==> src/rtl/debounce_oneshot_pkg.sv <==
// Shared state encoding and default constants for the switch debouncer.
// The release pulse is built only when DEBOUNCE_RELEASE_PULSE_EN is defined.
package debounce_oneshot_pkg;

  typedef enum logic [1:0] {
    S_LOW     = 2'd0,
    S_WAIT_HI = 2'd1,
    S_HIGH    = 2'd2,
    S_WAIT_LO = 2'd3
  } state_t;

  localparam int DEFAULT_DEBOUNCE_TICKS = 500000;
  localparam int DEFAULT_CNT_WIDTH      = 20;

  function automatic logic is_wait(input state_t s);
    return (s == S_WAIT_HI) || (s == S_WAIT_LO);
  endfunction

endpackage

==> src/rtl/debounce_oneshot_stability_counter.sv <==
// Saturating stability counter: counts cycles a candidate level has held.
// done flags the final qualifying cycle; the count never wraps.
module stability_counter
  import debounce_oneshot_pkg::*;
#(
  parameter int DEBOUNCE_TICKS = DEFAULT_DEBOUNCE_TICKS,
  parameter int CNT_WIDTH      = DEFAULT_CNT_WIDTH
) (
  input  logic clk,
  input  logic reset_n,
  input  logic clr,
  input  logic en,
  output logic done
);

  localparam logic [CNT_WIDTH-1:0] LAST = CNT_WIDTH'(DEBOUNCE_TICKS - 1);

  logic [CNT_WIDTH-1:0] r_cnt;

  always_ff @(posedge clk or negedge reset_n) begin
    if (!reset_n) begin
      r_cnt <= '0;
    end else if (clr) begin
      r_cnt <= '0;
    end else if (en && (r_cnt != LAST)) begin
      r_cnt <= r_cnt + CNT_WIDTH'(1);
    end
  end

  assign done = (r_cnt == LAST);

endmodule

==> src/rtl/debounce_oneshot.sv <==
// Debouncer FSM with registered level, press pulse and optional release pulse.
// Define DEBOUNCE_RELEASE_PULSE_EN to enable release_pulse; otherwise it is tied low.
module debounce_oneshot
  import debounce_oneshot_pkg::*;
#(
  parameter int DEBOUNCE_TICKS = DEFAULT_DEBOUNCE_TICKS,
  parameter int CNT_WIDTH      = DEFAULT_CNT_WIDTH
) (
  input  logic clk,
  input  logic reset_n,
  input  logic sw_sync,
  output logic db_level,
  output logic press_pulse,
  output logic release_pulse,
  output logic busy
);

  state_t r_state;
  state_t w_next;
  logic   w_done;
  logic   w_clr;
  logic   w_en;
  logic   r_db_level;
  logic   r_press;
  logic   r_busy;

  stability_counter #(
    .DEBOUNCE_TICKS(DEBOUNCE_TICKS),
    .CNT_WIDTH     (CNT_WIDTH)
  ) u_cnt (
    .clk    (clk),
    .reset_n(reset_n),
    .clr    (w_clr),
    .en     (w_en),
    .done   (w_done)
  );

  // Counter runs only while a wait state is held; any transition or stable state clears it.
  always_comb begin
    w_next = S_LOW;
    w_clr  = 1'b1;
    w_en   = 1'b0;
    case (r_state)
      S_LOW:     w_next = sw_sync ? S_WAIT_HI : S_LOW;
      S_WAIT_HI: begin
        if (!sw_sync) begin
          w_next = S_LOW;
        end else if (w_done) begin
          w_next = S_HIGH;
        end else begin
          w_next = S_WAIT_HI;
          w_clr  = 1'b0;
          w_en   = 1'b1;
        end
      end
      S_HIGH:    w_next = sw_sync ? S_HIGH : S_WAIT_LO;
      S_WAIT_LO: begin
        if (sw_sync) begin
          w_next = S_HIGH;
        end else if (w_done) begin
          w_next = S_LOW;
        end else begin
          w_next = S_WAIT_LO;
          w_clr  = 1'b0;
          w_en   = 1'b1;
        end
      end
      default:   w_next = S_LOW;
    endcase
  end

  always_ff @(posedge clk or negedge reset_n) begin
    if (!reset_n) begin
      r_state    <= S_LOW;
      r_db_level <= 1'b0;
      r_press    <= 1'b0;
      r_busy     <= 1'b0;
    end else begin
      r_state    <= w_next;
      r_db_level <= (w_next == S_HIGH) || (w_next == S_WAIT_LO);
      r_press    <= (r_state == S_WAIT_HI) && (w_next == S_HIGH);
      r_busy     <= is_wait(w_next);
    end
  end

`ifdef DEBOUNCE_RELEASE_PULSE_EN
  logic r_release;

  always_ff @(posedge clk or negedge reset_n) begin
    if (!reset_n) begin
      r_release <= 1'b0;
    end else begin
      r_release <= (r_state == S_WAIT_LO) && (w_next == S_LOW);
    end
  end

  assign release_pulse = r_release;
`else
  assign release_pulse = 1'b0;
`endif

  assign db_level    = r_db_level;
  assign press_pulse = r_press;
  assign busy        = r_busy;

endmodule

==> config.mk <==
export PLATFORM = sky130hd
export DESIGN_NAME = debounce_oneshot
export DESIGN_NICKNAME = d
export VERILOG_FILES = /design/src/rtl/debounce_oneshot_pkg.sv /design/src/rtl/debounce_oneshot_stability_counter.sv /design/src/rtl/debounce_oneshot.sv
export SDC_FILE = /design/constraint.sdc
export NUM_CORES = 1
export LEC_CHECK = 0
export ABC_AREA = 0
export CELL_PAD_IN_SITES_DETAIL_PLACEMENT = 1
export CELL_PAD_IN_SITES_GLOBAL_PLACEMENT = 1
export CORE_MARGIN = 2
export CORE_UTILIZATION = 41
export DETAILED_ROUTE_END_ITERATION = 16
export GPL_TIMING_DRIVEN = 0
export PLACE_DENSITY = 0.74
export SLEW_MARGIN = 20
export SYNTH_ARGS = -nofsm -noshare
export SYNTH_HDL_FRONTEND = slang
export SYNTH_SLANG_ARGS = --single-unit
==> constraint.sdc <==
create_clock -name clk -period 2 [get_ports clk]
set_clock_uncertainty 0.2 [all_clocks]
set_input_delay 0.3 -clock clk [delete_from_list [all_inputs] [get_ports clk]]
set_output_delay 0.3 -clock clk [all_outputs]
set_load 0.02 [all_outputs]
# [Yosys cells after proc, flatten, opt, wreduce, memory -nomap -nowiden]
# Cells that the tools add are included.
[totals] out_inout_bits=4 in_bits=3 register_bits=25 elab_cells=37
[op_classes] n_eq_ne=8 mux=17 n_addsub=1 reduce_logical=6
[ops] operator="$mux W20" count=2
[ops] operator="$add A20 B1 Y20 const B" count=1
[ops] operator="$eq A20 B19 Y1 const B" count=1
[ops] operator="$ne A20 B19 Y1 const B" count=1
[ops] operator="$eq A2 B2 Y1 const B" count=4
[ops] operator="$mux W1" count=8
[ops] operator="$mux W2" count=4
[ops] operator="$pmux W2 S4" count=1
[ops] operator="$eq A2 B1 Y1 const B" count=2
[ops] operator="$pmux W1 S2" count=2
[ops] operator="$logic_and A1 B1 Y1" count=2
[ops] operator="$logic_not A2 Y1" count=1
[ops] operator="$logic_or A1 B1 Y1" count=2
[ops] operator="$reduce_bool A2 Y1" count=1

# [Longest topological paths before layout]
[depth] depth_word=7 mapped_depth=7 depth_no_buf=5

# [Cells and area by module]
# A second synthesis with hierarchy kept.
[unflattened] hier_cells=123 area_unflattened_um2=1265.0
[modules_own_cells] module="stability_counter" n_inst=1 area_per_inst_um2=1089.8 cells_per_inst=109
[modules_own_cells] module="debounce_oneshot" n_inst=1 area_per_inst_um2=175.2 cells_per_inst=14

# [Least setup slack after synthesis]
# No wires, ideal clock.
[synth_path] path_type="register -> register" startpoint="reg u_cnt.r_cnt[10]" endpoint="reg u_cnt.r_cnt[13]" t_arrival_ns=1.628 required_ns=1.679 slack_ns=0.051 setup_ns=0.121 synth_period_minus_slack_ns=1.949 stages_incl_launch_ff=7 path_cell_list="dfrtp_1 > or4b_1 > nor3_1 > a21o_2 > buf_6 > buf_2 > nor2_1"
[synth_via] elab_chain_cells=6 word_cells_on_any_way=15 cone_classes="add/sub (1); eq/ne (2); mux (10); reduce/logical (2)"
[synth_rtl] element="start, declared" line="debounce_oneshot_stability_counter.sv:18" text="logic [CNT_WIDTH-1:0] r_cnt;"
[synth_rtl] element="start signal, assigned" line="debounce_oneshot_stability_counter.sv:26" text="r_cnt <= r_cnt + CNT_WIDTH'(1);"
[synth_rtl] element="branches (longest 6 deep; another with $add A20 B1 Y20)"
# Several ways; the timed one is not identified. The select of a mux whose other input is x is not followed.
# A chain may end at the register's enable or synchronous reset.

# [Final worst setup path]
[layout_path] startpoint="reg u_cnt.r_cnt[4]" endpoint="reg u_cnt.r_cnt[17]"
# The elaborated chain is that of the path after synthesis.

==> impl_metrics.tcl <==
set metrics [dict create \
    n_antenna_cell 0 \
    via_count_of_the_first_global_routing_pass 982 \
    grt_pass1_wl_microns 4588 \
    clkTransAtPathRegs_ns 0.13 \
    place.port_buffers 5 \
    synthArstFlopShare 1.000 \
    crit_path_end_kind "register" \
    worstPathMaxFanout 7 \
    setup_violations 0 \
    switching_share 0.2430 \
    power.density_nw_per_um2 512.5 \
    vias_per_cell 5.421 \
    floorplan.initialDensity 0.4342 \
    cts_tree "built" \
    drc_errors 0 \
    layout-drive-gt1-share 0.3605 \
    worst_slew_margin_rel 0.6357 \
    synthesis.yosys.warnings 0 \
    cts_inserted_buffers 3 \
    ctsRootBufferMaster "sky130_fd_sc_hd__clkbuf_4" \
    maxCapViolations 0 \
    relative_contribution_of_the_clock_network_to_total_power 0.266 \
    count_of_mapped_cells_out_of_synthesis 115 \
    core.rowCount 19 \
    power.leakage_nw 0.6588 \
    clock_tree.buffer_depth 2 \
    synth_cell_types 37 \
    result_of_the_run "completed" \
    grt_max_degree 25 \
    synth.yosys.seq_area_share 0.5016 \
    worstPathArrival_ns 2.02 \
    ys.flop_type "sky130_fd_sc_hd__dfrtp_1" \
    vias 965 \
    final.period_utilization 0.9785 \
    die_height_microns 58.04 \
    syn-cell-area_sq_um 1197 \
    synth.net_count 119 \
    cp_data_required_time_ns 2.06 \
    fin_total_pwr_mw 0.7983 \
    synth.avg_cell_area_sq_um 10.41 \
    synth_top_cells_by_count "sky130_fd_sc_hd__dfrtp_1 (24), sky130_fd_sc_hd__nor2_1 (18), sky130_fd_sc_hd__nand3_1 (8), sky130_fd_sc_hd__xor2_1 (8)" \
    worstHoldPathType "in -> async" \
    die_area_sq_um 3369 \
    fin_hold_ws_ns 0.2829 \
    reg_power_frac 0.628 \
    worstMarginPinSlew_ns 0.5464 \
    critical_path_class "reg -> reg" \
    synth_area_leaders "sky130_fd_sc_hd__dfrtp_1 (50%), sky130_fd_sc_hd__xor2_1 (5.9%), sky130_fd_sc_hd__nor2_1 (5.6%), sky130_fd_sc_hd__xnor2_1 (5.1%), sky130_fd_sc_hd__nand3_1 (3.3%)" \
    postLayoutCoreUtil 0.5649 \
    switchingPower_mw 0.1940 \
    crit_start "u_cnt.r_cnt[4]$_DFFE_PN0P_" \
    gr-usage-all-layers 0.1783 \
    grt_antenna_before_repair 0 \
    final_layout_net_count 153 \
    placement.cell_area_sq_um 1286 \
    setup_total_negative_slack_ns 0 \
    dr.pass1.iters 4 \
    max_clock_freq_mhz 511.0 \
    startpoint_type "register" \
    drt-initial-drc-count 28 \
    nFillCells 299 \
    detail_route.wirelength_microns 2842 \
    clock_tree.htree_level_count 1 \
    fin_crit_ns 1.957 \
    core-area_sq_um 2758 \
    synthDominantAreaCellType "sky130_fd_sc_hd__dfrtp_1" \
    timing.final.max_slew_violations 0 \
    yosys.cell_count.top_type "sky130_fd_sc_hd__dfrtp_1" \
    clock_sinks 24 \
    peak_supply_drop_v 0.0005761 \
    hold_viol_final 0 \
    route.detailed.wl_per_inst_microns 15.97 \
    place_hpwl_microns 1775 \
    power.internal_mw 0.6043 \
    area_growth_pct 30.09 \
    finish.instance_area_sq_um 1558 \
    antenna_violating_nets_post_route 0 \
    gp_congestion 0.7838 \
    critical_path.reg2reg.startpoint "u_cnt.r_cnt[4]$_DFFE_PN0P_" \
    synth_edf_count 0 \
    ys_seq_elements 24 \
    ios 7 \
    grt-ovfl-total 0 \
    clk-insertion-delay-late_ns 0.31 \
    netlist.area_leader.share 0.5016 \
    combPwrFrac 0.106 \
    die_x_microns 58.04 \
]
==> critical path, stage by stage, from the launching register on <==
cell and delay (ns):
sky130_fd_sc_hd__dfrtp_1 0.40, sky130_fd_sc_hd__nand3_2 0.13, sky130_fd_sc_hd__or3_1 0.41, sky130_fd_sc_hd__buf_6 0.15, sky130_fd_sc_hd__or4b_4 0.48, sky130_fd_sc_hd__a21oi_2 0.14
==> cells by family after synthesis <==
family                   after synthesis  share of synthesized area
adder cells (fa/ha/maj)                1                    0.01045
AND/OR/NAND/NOR                       58                     0.2801
buffers and inverters                  5                    0.02717
AO/OA/AOI/OAI                          9                    0.04911
flip-flops                            24                     0.5016
XOR/XNOR                              15                     0.1097
other                                  1                   0.003132
multiplexers                           2                    0.01881
==> power groups by stage <==
stage	clock network [mW]	registers, mW	logic (mW)
finish	0.212	0.502	0.0845
global route	0.239	0.503	0.0954
CTS	0.219	0.499	0.0692
detailed placement	0	0.509	0.0633
global placement	0	0.508	0.0622
floorplan	0	0.512	0.0307
==> per-layer routing <==
metal	part of all wire	track usage
met2	0.52	0.3084
met3	0.024	0.04688
met5	0	0
met1	0.45	0.2276
met4	0.0042	0.02990
==> sequential cells by signal, summed over array words and instances, names as in the netlist <==
signal       flops
u_cnt.r_cnt     20
press_pulse      1
r_state          2
db_level         1
==> through the flow <==
step / worst slack [ns] / instances
global placement: -0.2116 / 151
floorplan: 0.05073 / 115
detailed placement: -0.2397 / 151
finish: 0.04291 / 178
CTS: 0.004213 / 162
global route: -0.05395 / 178
==> repair_timing <==
action                     4_1_cts  5_1_grt
resized for setup                8       14
hold buffers                     0        1
setup endpoints to repair       18       18
setup buffers                    8       15
hold endpoints to repair         0       24
pin swaps                        2        8
==> area by class of cell <==
class,count,area [sq um],area share
tap,31,38.79,0.02490
timing repair buffer,29,227.7,0.1462
buffer,4,45.04,0.02892
sequential,24,605.6,0.3888
inverter,1,3.754,0.002410
clock buffer,3,22.52,0.01446
multi-input combinational,86,614.3,0.3944
==> worst paths after layout <==
path,end,slack (ns),cells after the start
worst max-delay path,u_cnt.r_cnt[17]$_DFFE_PN0P_,0.04,5
worst min-delay path,u_cnt.r_cnt[15]$_DFFE_PN0P_,0.28,2
worst max register to register,u_cnt.r_cnt[17]$_DFFE_PN0P_,0.04,5
worst min register to register,press_pulse$_DFF_PN0_,0.30,1
max in group asynchronous,u_cnt.r_cnt[2]$_DFFE_PN0P_,0.92,2
min in group clk,press_pulse$_DFF_PN0_,0.30,1
==> cell usage in the layout, fill, tap and decap left out, types with 2 or more instances in the layout <==
cell type and instances:
sky130_fd_sc_hd__and4_4 3, sky130_fd_sc_hd__nor3_1 2, sky130_fd_sc_hd__xnor2_1 7, sky130_fd_sc_hd__nand3_1 7, sky130_fd_sc_hd__nor2_1 18, sky130_fd_sc_hd__dfrtp_2 4
sky130_fd_sc_hd__clkbuf_4 3, sky130_fd_sc_hd__clkdlybuf4s50_1 4, sky130_fd_sc_hd__buf_6 2, sky130_fd_sc_hd__buf_4 24, sky130_fd_sc_hd__o21ai_0 2, sky130_fd_sc_hd__or4b_4 2
sky130_fd_sc_hd__dfrtp_1 20, sky130_fd_sc_hd__nand2_1 6, sky130_fd_sc_hd__nand4_1 3, sky130_fd_sc_hd__nor4b_1 2, sky130_fd_sc_hd__a21oi_1 3, sky130_fd_sc_hd__mux2_2 2
sky130_fd_sc_hd__xor2_1 8, sky130_fd_sc_hd__nand3_2 2
Note: power is estimated with default switching activity, not from simulation.
